$ cat src/rtl/rtc_pkg.sv
// ---------------------------------------------------------------------------
// rtc_pkg
//   Shared definitions for the RTC time-setting controller:
//   - controller state enum and display page enum
//   - edit field indices (order in which key_sel_p walks the fields)
//   - per-field BCD range limits
//   - display layout constants and per-field blink masks
//   - small helper functions mapping a field index to its range, page and mask
// ---------------------------------------------------------------------------
package rtc_pkg;

  typedef enum logic [2:0] {
    S_DISP_TIME = 3'd0,
    S_DISP_DATE = 3'd1,
    S_DISP_YEAR = 3'd2,
    S_EDIT      = 3'd3,
    S_COMMIT    = 3'd4
  } state_t;

  typedef enum logic [1:0] {
    PAGE_TIME = 2'd0,
    PAGE_DATE = 2'd1,
    PAGE_YEAR = 2'd2
  } page_t;

  // Edit field indices; key_sel_p walks them in this order and wraps.
  localparam int         NUM_FIELDS = 7;
  localparam logic [2:0] F_HOUR   = 3'd0;
  localparam logic [2:0] F_MINUTE = 3'd1;
  localparam logic [2:0] F_SECOND = 3'd2;
  localparam logic [2:0] F_YEAR   = 3'd3;
  localparam logic [2:0] F_MONTH  = 3'd4;
  localparam logic [2:0] F_DATE   = 3'd5;
  localparam logic [2:0] F_WEEK   = 3'd6;
  localparam logic [2:0] F_LAST   = F_WEEK;

  // BCD range limits per field.
  localparam logic [7:0] HOUR_MIN  = 8'h00;
  localparam logic [7:0] HOUR_MAX  = 8'h23;
  localparam logic [7:0] MS_MIN    = 8'h00;
  localparam logic [7:0] MS_MAX    = 8'h59;
  localparam logic [7:0] YEAR_MIN  = 8'h00;
  localparam logic [7:0] YEAR_MAX  = 8'h99;
  localparam logic [7:0] MONTH_MIN = 8'h01;
  localparam logic [7:0] MONTH_MAX = 8'h12;
  localparam logic [7:0] DATE_MIN  = 8'h01;
  localparam logic [7:0] DATE_MAX  = 8'h31;
  localparam logic [7:0] WEEK_MIN  = 8'h01;
  localparam logic [7:0] WEEK_MAX  = 8'h07;

  // Display layout: the YEAR page shows "20yy-w" as {20, yy, 0, w}.
  localparam logic [7:0] CENTURY_BCD = 8'h20;
  localparam logic [3:0] YEAR_PAGE_GAP = 4'h0;

  // Blink masks, bit 5 = leftmost digit.
  localparam logic [5:0] BLANK_NONE  = 6'b000000;
  localparam logic [5:0] BLANK_LEFT  = 6'b110000;
  localparam logic [5:0] BLANK_MID   = 6'b001100;
  localparam logic [5:0] BLANK_RIGHT = 6'b000011;
  localparam logic [5:0] BLANK_LAST  = 6'b000001;

  // Lower bound of a field; also the value the edit buffer resets to.
  function automatic logic [7:0] field_min(input logic [2:0] f);
    logic [7:0] v;
    case (f)
      F_HOUR:   v = HOUR_MIN;
      F_MINUTE: v = MS_MIN;
      F_SECOND: v = MS_MIN;
      F_YEAR:   v = YEAR_MIN;
      F_MONTH:  v = MONTH_MIN;
      F_DATE:   v = DATE_MIN;
      F_WEEK:   v = WEEK_MIN;
      default:  v = 8'h00;
    endcase
    return v;
  endfunction

  function automatic logic [7:0] field_max(input logic [2:0] f);
    logic [7:0] v;
    case (f)
      F_HOUR:   v = HOUR_MAX;
      F_MINUTE: v = MS_MAX;
      F_SECOND: v = MS_MAX;
      F_YEAR:   v = YEAR_MAX;
      F_MONTH:  v = MONTH_MAX;
      F_DATE:   v = DATE_MAX;
      F_WEEK:   v = WEEK_MAX;
      default:  v = 8'h00;
    endcase
    return v;
  endfunction

  // Page on which a field is edited.
  function automatic page_t field_page(input logic [2:0] f);
    page_t p;
    case (f)
      F_HOUR, F_MINUTE, F_SECOND: p = PAGE_TIME;
      F_YEAR, F_MONTH, F_DATE:    p = PAGE_DATE;
      default:                    p = PAGE_YEAR;
    endcase
    return p;
  endfunction

  // Digits occupied by a field on its page.
  function automatic logic [5:0] field_blank_mask(input logic [2:0] f);
    logic [5:0] m;
    case (f)
      F_HOUR, F_YEAR:    m = BLANK_LEFT;
      F_MINUTE, F_MONTH: m = BLANK_MID;
      F_SECOND, F_DATE:  m = BLANK_RIGHT;
      F_WEEK:            m = BLANK_LAST;
      default:           m = BLANK_NONE;
    endcase
    return m;
  endfunction

endpackage

$ cat src/rtl/rtc_bcd_step.sv
// ---------------------------------------------------------------------------
// rtc_bcd_step
//   Combinational one-step BCD increment/decrement with range wrap.
//   Ports:
//     value_in  [7:0]  current two-digit BCD value
//     step_up          1 = increment, 0 = decrement
//     min_val   [7:0]  lowest legal BCD value of the field
//     max_val   [7:0]  highest legal BCD value of the field
//     value_out [7:0]  stepped value
//   A value that is not valid BCD or lies outside [min_val, max_val]
//   steps to min_val regardless of direction, so a corrupt snapshot is
//   always pulled back into range by the first key press.
// ---------------------------------------------------------------------------
module rtc_bcd_step (
  input  logic [7:0] value_in,
  input  logic       step_up,
  input  logic [7:0] min_val,
  input  logic [7:0] max_val,
  output logic [7:0] value_out
);

  logic in_range;

  always_comb begin
    // Valid BCD bytes order the same as their binary encodings, so a plain
    // magnitude compare against BCD limits is correct once the digits are
    // known to be 0-9.
    in_range = (value_in[3:0] <= 4'd9) && (value_in[7:4] <= 4'd9) &&
               (value_in >= min_val) && (value_in <= max_val);

    value_out = min_val;
    if (in_range) begin
      if (step_up) begin
        if (value_in == max_val) begin
          value_out = min_val;
        end else if (value_in[3:0] == 4'd9) begin
          value_out = {value_in[7:4] + 4'd1, 4'd0};
        end else begin
          value_out = value_in + 8'd1;
        end
      end else begin
        if (value_in == min_val) begin
          value_out = max_val;
        end else if (value_in[3:0] == 4'd0) begin
          value_out = {value_in[7:4] - 4'd1, 4'd9};
        end else begin
          value_out = value_in - 8'd1;
        end
      end
    end
  end

endmodule

$ cat src/rtl/rtc_set_ctrl.sv
// ---------------------------------------------------------------------------
// rtc_set_ctrl
//   Time-setting controller between the key debouncers, the seven-segment
//   driver and the DS1302 read/write engine.
//   Ports:
//     clk, rst                  clock, synchronous active-high reset
//     key_mode_p/sel_p/up_p/down_p  one-cycle key pulses (mode > sel > up > down)
//     read_*  [7:0]             live BCD registers from the DS1302 engine
//     write_* [7:0]             edit buffer presented to the DS1302 engine
//     wr_req / wr_ack           write handshake (ack is a one-cycle pulse)
//     disp_bcd [23:0]           six BCD digits, leftmost digit in [23:20]
//     disp_blank [5:0]          per-digit blank, bit 5 = leftmost digit
//     edit_active               high while editing or committing
//   Parameter:
//     BLINK_CNT                 clk cycles per blink half-period, minus one
// ---------------------------------------------------------------------------
module rtc_set_ctrl
  import rtc_pkg::*;
#(
  parameter int unsigned BLINK_CNT = 12_499_999
) (
  input  logic        clk,
  input  logic        rst,
  input  logic        key_mode_p,
  input  logic        key_sel_p,
  input  logic        key_up_p,
  input  logic        key_down_p,
  input  logic [7:0]  read_second,
  input  logic [7:0]  read_minute,
  input  logic [7:0]  read_hour,
  input  logic [7:0]  read_date,
  input  logic [7:0]  read_month,
  input  logic [7:0]  read_week,
  input  logic [7:0]  read_year,
  output logic [7:0]  write_second,
  output logic [7:0]  write_minute,
  output logic [7:0]  write_hour,
  output logic [7:0]  write_date,
  output logic [7:0]  write_month,
  output logic [7:0]  write_week,
  output logic [7:0]  write_year,
  output logic        wr_req,
  input  logic        wr_ack,
  output logic [23:0] disp_bcd,
  output logic [5:0]  disp_blank,
  output logic        edit_active
);

  localparam int CNT_W = (BLINK_CNT < 1) ? 1 : $clog2(BLINK_CNT + 1);

  // -------------------------------------------------------------------------
  // Key priority decode: only the highest-priority pulse acts.
  // -------------------------------------------------------------------------
  logic act_mode, act_sel, act_up, act_down, any_key;

  assign act_mode = key_mode_p;
  assign act_sel  = !key_mode_p && key_sel_p;
  assign act_up   = !key_mode_p && !key_sel_p && key_up_p;
  assign act_down = !key_mode_p && !key_sel_p && !key_up_p && key_down_p;
  assign any_key  = key_mode_p || key_sel_p || key_up_p || key_down_p;

  state_t     state_reg, state_next;
  logic [2:0] field_reg, field_next;
  logic       in_disp, snapshot_en, step_en;

  assign in_disp     = (state_reg == S_DISP_TIME) || (state_reg == S_DISP_DATE) ||
                       (state_reg == S_DISP_YEAR);
  assign snapshot_en = in_disp && act_mode;
  assign step_en     = (state_reg == S_EDIT) && (act_up || act_down);

  // -------------------------------------------------------------------------
  // FSM: state register
  // -------------------------------------------------------------------------
  always_ff @(posedge clk) begin
    if (rst) begin
      state_reg <= S_DISP_TIME;
    end else begin
      state_reg <= state_next;
    end
  end

  // FSM: next-state logic
  always_comb begin
    state_next = state_reg;
    case (state_reg)
      S_DISP_TIME: begin
        if (act_mode)     state_next = S_EDIT;
        else if (act_sel) state_next = S_DISP_DATE;
      end
      S_DISP_DATE: begin
        if (act_mode)     state_next = S_EDIT;
        else if (act_sel) state_next = S_DISP_YEAR;
      end
      S_DISP_YEAR: begin
        if (act_mode)     state_next = S_EDIT;
        else if (act_sel) state_next = S_DISP_TIME;
      end
      S_EDIT: begin
        if (act_mode) state_next = S_COMMIT;
      end
      S_COMMIT: begin
        // Keys are ignored here; only the engine's acknowledge leaves.
        if (wr_ack) state_next = S_DISP_TIME;
      end
      default: state_next = S_DISP_TIME;
    endcase
  end

  // FSM: outputs
  always_comb begin
    wr_req      = 1'b0;
    edit_active = 1'b0;
    case (state_reg)
      S_EDIT: begin
        edit_active = 1'b1;
      end
      S_COMMIT: begin
        edit_active = 1'b1;
        wr_req      = 1'b1;
      end
      default: begin
        wr_req      = 1'b0;
        edit_active = 1'b0;
      end
    endcase
  end

  // -------------------------------------------------------------------------
  // Active field selector
  // -------------------------------------------------------------------------
  always_comb begin
    field_next = field_reg;
    if (snapshot_en) begin
      field_next = F_HOUR;
    end else if ((state_reg == S_EDIT) && act_sel) begin
      field_next = (field_reg == F_LAST) ? F_HOUR : field_reg + 3'd1;
    end
  end

  always_ff @(posedge clk) begin
    if (rst) begin
      field_reg <= F_HOUR;
    end else begin
      field_reg <= field_next;
    end
  end

  // -------------------------------------------------------------------------
  // Edit buffer: one byte per field, indexed by field number.
  // -------------------------------------------------------------------------
  logic [7:0] read_val [NUM_FIELDS];
  logic [7:0] edit_val [NUM_FIELDS];
  logic [7:0] step_in, step_out;

  assign read_val[F_HOUR]   = read_hour;
  assign read_val[F_MINUTE] = read_minute;
  assign read_val[F_SECOND] = read_second;
  assign read_val[F_YEAR]   = read_year;
  assign read_val[F_MONTH]  = read_month;
  assign read_val[F_DATE]   = read_date;
  assign read_val[F_WEEK]   = read_week;

  // A single stepper serves whichever field is active.
  assign step_in = edit_val[field_reg];

  rtc_bcd_step u_bcd_step (
    .value_in  (step_in),
    .step_up   (act_up),
    .min_val   (field_min(field_reg)),
    .max_val   (field_max(field_reg)),
    .value_out (step_out)
  );

  for (genvar gi = 0; gi < NUM_FIELDS; gi++) begin : g_field
    logic [7:0] value_reg;

    // Reset value equals the field minimum (00, or 01 for month/date/week).
    always_ff @(posedge clk) begin
      if (rst) begin
        value_reg <= field_min(3'(gi));
      end else if (snapshot_en) begin
        value_reg <= read_val[gi];
      end else if (step_en && (field_reg == 3'(gi))) begin
        value_reg <= step_out;
      end
    end

    assign edit_val[gi] = value_reg;
  end

  // The CH bit of seconds and the 12/24 bit of hours are never written as 1,
  // even if the snapshot carried them; the stepper treats such a byte as out
  // of range and replaces it on the first step.
  assign write_hour   = {1'b0, edit_val[F_HOUR][6:0]};
  assign write_minute = edit_val[F_MINUTE];
  assign write_second = {1'b0, edit_val[F_SECOND][6:0]};
  assign write_year   = edit_val[F_YEAR];
  assign write_month  = edit_val[F_MONTH];
  assign write_date   = edit_val[F_DATE];
  assign write_week   = edit_val[F_WEEK];

  // -------------------------------------------------------------------------
  // Blink timebase: free-running, restarted in the on phase by any key in
  // S_EDIT so the field being changed is visible right after the press.
  // -------------------------------------------------------------------------
  logic [CNT_W-1:0] blink_cnt_reg;
  logic             blink_on_reg;

  always_ff @(posedge clk) begin
    if (rst) begin
      blink_cnt_reg <= '0;
      blink_on_reg  <= 1'b1;
    end else if ((state_reg == S_EDIT) && any_key) begin
      blink_cnt_reg <= '0;
      blink_on_reg  <= 1'b1;
    end else if (blink_cnt_reg == CNT_W'(BLINK_CNT)) begin
      blink_cnt_reg <= '0;
      blink_on_reg  <= !blink_on_reg;
    end else begin
      blink_cnt_reg <= blink_cnt_reg + 1'b1;
    end
  end

  // -------------------------------------------------------------------------
  // Registered display mux
  // -------------------------------------------------------------------------
  page_t      disp_page;
  logic       use_edit;
  logic [7:0] src_val [NUM_FIELDS];
  logic [23:0] disp_bcd_next, disp_bcd_reg;
  logic [5:0]  disp_blank_next, disp_blank_reg;

  always_comb begin
    disp_page = PAGE_TIME;
    use_edit  = 1'b0;
    case (state_reg)
      S_DISP_TIME: disp_page = PAGE_TIME;
      S_DISP_DATE: disp_page = PAGE_DATE;
      S_DISP_YEAR: disp_page = PAGE_YEAR;
      default: begin
        // While editing/committing the page follows the active field.
        disp_page = field_page(field_reg);
        use_edit  = 1'b1;
      end
    endcase
  end

  for (genvar gi = 0; gi < NUM_FIELDS; gi++) begin : g_src
    assign src_val[gi] = use_edit ? edit_val[gi] : read_val[gi];
  end

  always_comb begin
    case (disp_page)
      PAGE_TIME: disp_bcd_next = {src_val[F_HOUR], src_val[F_MINUTE], src_val[F_SECOND]};
      PAGE_DATE: disp_bcd_next = {src_val[F_YEAR], src_val[F_MONTH], src_val[F_DATE]};
      default:   disp_bcd_next = {CENTURY_BCD, src_val[F_YEAR], YEAR_PAGE_GAP,
                                  src_val[F_WEEK][3:0]};
    endcase

    disp_blank_next = BLANK_NONE;
    if ((state_reg == S_EDIT) && !blink_on_reg) begin
      disp_blank_next = field_blank_mask(field_reg);
    end
  end

  always_ff @(posedge clk) begin
    if (rst) begin
      disp_bcd_reg   <= '0;
      disp_blank_reg <= BLANK_NONE;
    end else begin
      disp_bcd_reg   <= disp_bcd_next;
      disp_blank_reg <= disp_blank_next;
    end
  end

  assign disp_bcd   = disp_bcd_reg;
  assign disp_blank = disp_blank_reg;

endmodule
$ cat config.mk
export PLATFORM = sky130hd
export DESIGN_NAME = rtc_set_ctrl
export DESIGN_NICKNAME = d
export VERILOG_FILES = /design/src/rtl/rtc_pkg.sv /design/src/rtl/rtc_bcd_step.sv /design/src/rtl/rtc_set_ctrl.sv
export SDC_FILE = /design/constraint.sdc
export NUM_CORES = 1
export LEC_CHECK = 0
export BUFFER_PORTS_ARGS = -buffer_cell sky130_fd_sc_hd__buf_2
export CORE_UTILIZATION = 55
export DETAILED_ROUTE_END_ITERATION = 10
export HOLD_SLACK_MARGIN = 0.1
export PLACE_DENSITY = 0.8
export SETUP_SLACK_MARGIN = 0.05
export SYNTH_ARGS = -nofsm -noshare
export SYNTH_HDL_FRONTEND = slang
export SYNTH_SLANG_ARGS = --single-unit
export TNS_END_PERCENT = 30
$ cat constraint.sdc
create_clock -name clk -period 4.7 [get_ports clk]
set_input_delay 0.47 -clock clk [delete_from_list [all_inputs] [get_ports clk]]
set_output_delay 0.47 -clock clk [all_outputs]
set_load 0.1 [all_outputs]
==> flow_summary.html <==
<table>
<tr><th>Metric</th><th>Value</th></tr>
<tr><th colspan="2">Status</th></tr>
<tr><td>Result of the run</td><td>completed</td></tr>
<tr><th colspan="2">STA</th></tr>
<tr><td>Setup repair after global routing missed its margin</td><td>false</td></tr>
<tr><td>Slew Viols, Final</td><td>0</td></tr>
<tr><td>Highest clock rate</td><td>241 MHz</td></tr>
<tr><td>Aggregate negative setup slack</td><td>0 ps</td></tr>
<tr><td>Fraction of the cycle the final worst path needs</td><td>88.4%</td></tr>
<tr><td>Tightest slew margin relative to the limit</td><td>25.4%</td></tr>
<tr><td>Transition time of the tightest slew-check pin</td><td>1120 ps</td></tr>
<tr><td>Minimum clock period after layout</td><td>4150 ps</td></tr>
<tr><td>Final setup violation count</td><td>0</td></tr>
<tr><td>Fin worst setup slack</td><td>546 ps</td></tr>
<tr><td>Final Hold Violating Endpoints</td><td>0</td></tr>
<tr><td>Worst-case clock skew</td><td>8.87 ps</td></tr>
<tr><th colspan="2">Final layout</th></tr>
<tr><td>Layout fillers</td><td>1099</td></tr>
<tr><td>Number of antenna diodes</td><td>0</td></tr>
<tr><td>Total number of nets in the final design</td><td>1086</td></tr>
<tr><td>Layout cell share with drive strength beyond 1</td><td>24.2%</td></tr>
<tr><td>Area used by multi-input combinational logic</td><td>4450 sq um</td></tr>
<tr><td>Reg area</td><td>2310 sq um</td></tr>
<tr><td>Final non-filler cell total</td><td>1190</td></tr>
<tr><td>Layout area overhead</td><td>18.9%</td></tr>
<tr><th colspan="2">Clock tree</th></tr>
<tr><td>Number of clock buffers inserted by TritonCTS</td><td>17</td></tr>
<tr><td>Number of levels in the clock H-tree</td><td>4</td></tr>
<tr><td>Maximum buffer depth of the clock tree</td><td>2</td></tr>
<tr><td>Number of sinks on the clock net</td><td>115</td></tr>
<tr><td>Hold buffer count at CTS</td><td>0</td></tr>
<tr><td>Clock transition time at the flip-flop clock pins of the worst setup and hold paths</td><td>50 ps</td></tr>
<tr><td>CTS tree</td><td>yes</td></tr>
<tr><td>Worst-skew pair later-pin latency</td><td>430 ps</td></tr>
<tr><td>Clock root buffer</td><td>sky130_fd_sc_hd__clkbuf_16</td></tr>
<tr><th colspan="2">Power</th></tr>
<tr><td>Power per standard cell area</td><td>427 nW/um^2</td></tr>
<tr><td>Maximum vdd ir drop</td><td>277 uV</td></tr>
<tr><td>Static leakage</td><td>3.71 nW</td></tr>
<tr><th colspan="2">Critical path</th></tr>
<tr><td>Depth of the most critical reg-to-reg path</td><td>13</td></tr>
<tr><td>Launching element type of the critical path</td><td>flop</td></tr>
<tr><td>Crit path capture type</td><td>flop</td></tr>
<tr><td>R2R Path Start</td><td>field_reg[2]$_SDFFE_PP0P_</td></tr>
<tr><td>Maximum fanout along the worst path</td><td>15</td></tr>
<tr><td>Critical path class</td><td>reg2reg</td></tr>
<tr><td>End of the worst register-to-register path</td><td>g_field[0].value_reg[6]$_SDFFE_PP0P_</td></tr>
<tr><td>Data arrival time of the worst path</td><td>4490 ps</td></tr>
<tr><td>FF-to-FF setup slack</td><td>550 ps</td></tr>
<tr><td>Required time of the critical path</td><td>5040 ps</td></tr>
<tr><th colspan="2">Placement</th></tr>
<tr><td>PortBufs</td><td>148</td></tr>
<tr><td>Pre-CTS setup slack</td><td>447 ps</td></tr>
<tr><td>Final estimated routing congestion in global placement</td><td>0.968</td></tr>
<tr><td>Cell Count Post-Placement</td><td>1158</td></tr>
<tr><td>HPWL after detailed placement</td><td>17600 microns</td></tr>
<tr><th colspan="2">Floorplan</th></tr>
<tr><td>I/O Pins</td><td>151</td></tr>
<tr><td>Die width</td><td>117 microns</td></tr>
<tr><td>Die ar.</td><td>13600 sq um</td></tr>
<tr><td>Row Count</td><td>41</td></tr>
<tr><td>Chip Height</td><td>117 microns</td></tr>
<tr><td>Core area</td><td>12700 sq um</td></tr>
<tr><td>Starting Density</td><td>56.7%</td></tr>
<tr><th colspan="2">Yosys</th></tr>
<tr><td>Mapped Avg Cell Area</td><td>8.02 sq um</td></tr>
<tr><td>Share of the yosys chip area belonging to registers</td><td>31.9%</td></tr>
<tr><td>Mapped Cells</td><td>899</td></tr>
<tr><td>Share of synthesized registers carrying an async set or reset</td><td>0%</td></tr>
<tr><td>Top FF cell, synth</td><td>sky130_fd_sc_hd__dfxtp_1</td></tr>
<tr><td>Mapped cell area</td><td>7210 sq um</td></tr>
<tr><td>Synth cell types</td><td>75</td></tr>
<tr><td>Number of flops mapped to enable cells by yosys</td><td>0</td></tr>
<tr><td>Most area-consuming cells after synthesis</td><td>sky130_fd_sc_hd__dfxtp_1 (32%), sky130_fd_sc_hd__mux2i_1 (7.5%), sky130_fd_sc_hd__nor2_1 (6.9%)</td></tr>
<tr><td>Fraction of post-synthesis cell area in the top cell type by area</td><td>31.9%</td></tr>
<tr><td>Yosys top cell by area</td><td>sky130_fd_sc_hd__dfxtp_1</td></tr>
<tr><td>Count of yosys warnings during synthesis</td><td>0</td></tr>
<tr><td>Yosys reg bits</td><td>115</td></tr>
<tr><th colspan="2">Detailed routing</th></tr>
<tr><td>Length of the first detailed-routing pass in iterations</td><td>7</td></tr>
<tr><td>Total wirelength of the detailed-routed design</td><td>24300 microns</td></tr>
<tr><td>Count of unresolved DRC violations after routing</td><td>0</td></tr>
<tr><td>Wire length per cell</td><td>20.4 microns</td></tr>
<tr><td>Vias per std cell</td><td>6.35</td></tr>
<tr><td>Via count</td><td>7552</td></tr>
<tr><td>Detail Route Antenna Nets</td><td>0</td></tr>
<tr><td>Count of routing violations after the opening detailed-route iteration</td><td>1175</td></tr>
<tr><th colspan="2">GRT</th></tr>
<tr><td>Via count of the first global-routing pass</td><td>6693</td></tr>
<tr><td>Maximum number of pins on one net before global-route repair</td><td>88</td></tr>
<tr><td>First-pass GRT wire length</td><td>36600 microns</td></tr>
<tr><td>Overflow left after global routing</td><td>0</td></tr>
<tr><td>Global Route Usage Sum</td><td>35.9%</td></tr>
<tr><td>Number of antenna violations at the first check in global routing</td><td>0</td></tr>
<tr><th colspan="2">Min path</th></tr>
<tr><td>Classification of the worst-slack hold path</td><td>in2reg</td></tr>
<tr><td>Startpoint of the most critical hold path</td><td>rst</td></tr>
<tr><td>Worst hold path cell count</td><td>3</td></tr>
<tr><td>Worst-case hold path end point</td><td>blink_on_reg$_SDFFE_PP1P_</td></tr>
<tr><th colspan="2">Flow run</th></tr>
<tr><td>Maxcap violations</td><td>0</td></tr>
</table>
cells in the mapped netlist, types with 7 or more instances:
cell	n
sky130_fd_sc_hd__clkbuf_1	43
sky130_fd_sc_hd__xor2_1	16
sky130_fd_sc_hd__nor3_1	13
sky130_fd_sc_hd__a31oi_1	11
sky130_fd_sc_hd__o22ai_1	27
sky130_fd_sc_hd__buf_4	21
sky130_fd_sc_hd__mux2i_1	54
sky130_fd_sc_hd__nand2_1	45
sky130_fd_sc_hd__xnor2_1	10
sky130_fd_sc_hd__o21ai_0	19
sky130_fd_sc_hd__nor2_1	133
sky130_fd_sc_hd__inv_1	23
sky130_fd_sc_hd__and2_1	8
sky130_fd_sc_hd__a22oi_1	30
sky130_fd_sc_hd__dfxtp_1	115
sky130_fd_sc_hd__a211oi_1	20
sky130_fd_sc_hd__and3_1	10
sky130_fd_sc_hd__nand4_1	9
sky130_fd_sc_hd__mux2_2	19
sky130_fd_sc_hd__buf_2	9
sky130_fd_sc_hd__ha_1	18
sky130_fd_sc_hd__nand2b_1	7
sky130_fd_sc_hd__a21oi_1	73
sky130_fd_sc_hd__nand3_1	48
cell type report:
type                       count  share of cell area (%)
inverter                      24                    1.05
timing repair buffer         166                    10.2
sequential                   115                    26.9
multi-input combinational    681                    51.8
clock buffer                  20                    5.44
tap                          172                    2.51
clock inverter                12                    2.07
how the worst max path moves through the flow:
| stage | start | endpoint | slack, ps | cells past startpoint |
|---|---|---|---|---|
| after global routing | field_reg[2]$_SDFFE_PP0P_ | write_year[6]$_SDFFE_PP0P_ | 230 | 13 |
| after global placement | field_reg[1]$_SDFFE_PP0P_ | write_year[6]$_SDFFE_PP0P_ | 530 | 11 |
| after CTS | field_reg[1]$_SDFFE_PP0P_ | g_field[0].value_reg[6]$_SDFFE_PP0P_ | 440 | 14 |
| final | field_reg[2]$_SDFFE_PP0P_ | g_field[0].value_reg[6]$_SDFFE_PP0P_ | 550 | 13 |
| after detailed placement | field_reg[1]$_SDFFE_PP0P_ | g_field[0].value_reg[6]$_SDFFE_PP0P_ | 450 | 14 |
| after floorplan | write_year[2]$_SDFFE_PP0P_ | g_field[0].value_reg[6]$_SDFFE_PP0P_ | 980 | 13 |
placed cells by master, fill, tap and decap left out, types with 13 or more instances in the layout:
cell / Yosys / routed
sky130_fd_sc_hd__buf_2: 9 / 148
sky130_fd_sc_hd__a22oi_1: 30 / 30
sky130_fd_sc_hd__nand3_1: 48 / 48
sky130_fd_sc_hd__buf_4: 21 / 18
sky130_fd_sc_hd__nand2_1: 45 / 45
sky130_fd_sc_hd__o22ai_1: 27 / 27
sky130_fd_sc_hd__nor3_1: 13 / 13
sky130_fd_sc_hd__inv_1: 23 / 23
sky130_fd_sc_hd__dfxtp_1: 115 / 114
sky130_fd_sc_hd__a21oi_1: 73 / 72
sky130_fd_sc_hd__a211oi_1: 20 / 20
sky130_fd_sc_hd__ha_1: 18 / 18
sky130_fd_sc_hd__xor2_1: 16 / 16
sky130_fd_sc_hd__mux2_2: 19 / 19
sky130_fd_sc_hd__mux2i_1: 54 / 54
sky130_fd_sc_hd__clkbuf_16: 0 / 17
sky130_fd_sc_hd__o21ai_0: 19 / 19
sky130_fd_sc_hd__nor2_1: 133 / 133
layer usage:
layer | up-vias | wire length (microns) | GRT usage, %
met5 | - | 0 | 0
met4 | 0 | 939 | 16.9
met3 | 82 | 2400 | 7.42
met2 | 505 | 11000 | 56.3
met1 | 3472 | 9980 | 47.3
li1 | 3493 | - | -
per-stage QoR:
stage / total power, mW / util (%) / hold slack (ps) / instance area (sq um)
6_report: 3.66 / 67.4 / 289 / 8580
5_1_grt: 3.77 / 67.4 / 298 / 8580
4_1_cts: 3.65 / 67.4 / 278 / 8570
3_5_place_dp: 2.25 / 62.3 / 438 / 7930
3_3_place_gp: 2.25 / 62.3 / 429 / 7930
2_1_floorplan: 2.01 / - / 418 / 7220
what timing repair did:
action	CTS	global route
resized for setup	0	1
endpoints found under the setup margin	0	5
setup buffers	0	0
where the power goes:
group | internal [mW] | total [mW] | switching (mW)
clock network | 0.928 | 1.40 | 0.473
registers | 1.04 | 1.11 | 0.0666
logic | 0.274 | 1.15 | 0.874
kinds of logic (layout without fill, tap and decap cells):
logic type      count (synthesis)  after routing  share of synthesized area (%)
compound gates                246            246                           23.0
xor+xnor                       26             26                           3.16
fa+ha+maj                      18             18                           3.12
buf+inv                       104            222                           6.76
flops                         115            115                           31.9
mux                            75             75                           11.1
other cells                     1              2                         0.0520
simple gates                  314            314                           20.9
critical path: stages (launching register included):
cell                       delay (ps)
sky130_fd_sc_hd__dfxtp_1          590
sky130_fd_sc_hd__inv_1            370
sky130_fd_sc_hd__ha_1             400
sky130_fd_sc_hd__inv_1            220
sky130_fd_sc_hd__o21ai_0          240
sky130_fd_sc_hd__ha_1             330
sky130_fd_sc_hd__nand4_1          100
sky130_fd_sc_hd__nor2_1            90
sky130_fd_sc_hd__nor2_1           370
sky130_fd_sc_hd__nand4_1          160
sky130_fd_sc_hd__o2111a_1         170
sky130_fd_sc_hd__o32ai_1          500
sky130_fd_sc_hd__nand3b_1         300
sky130_fd_sc_hd__o22ai_1          230
No activity file was read; power rests on OpenSTA's default activity.
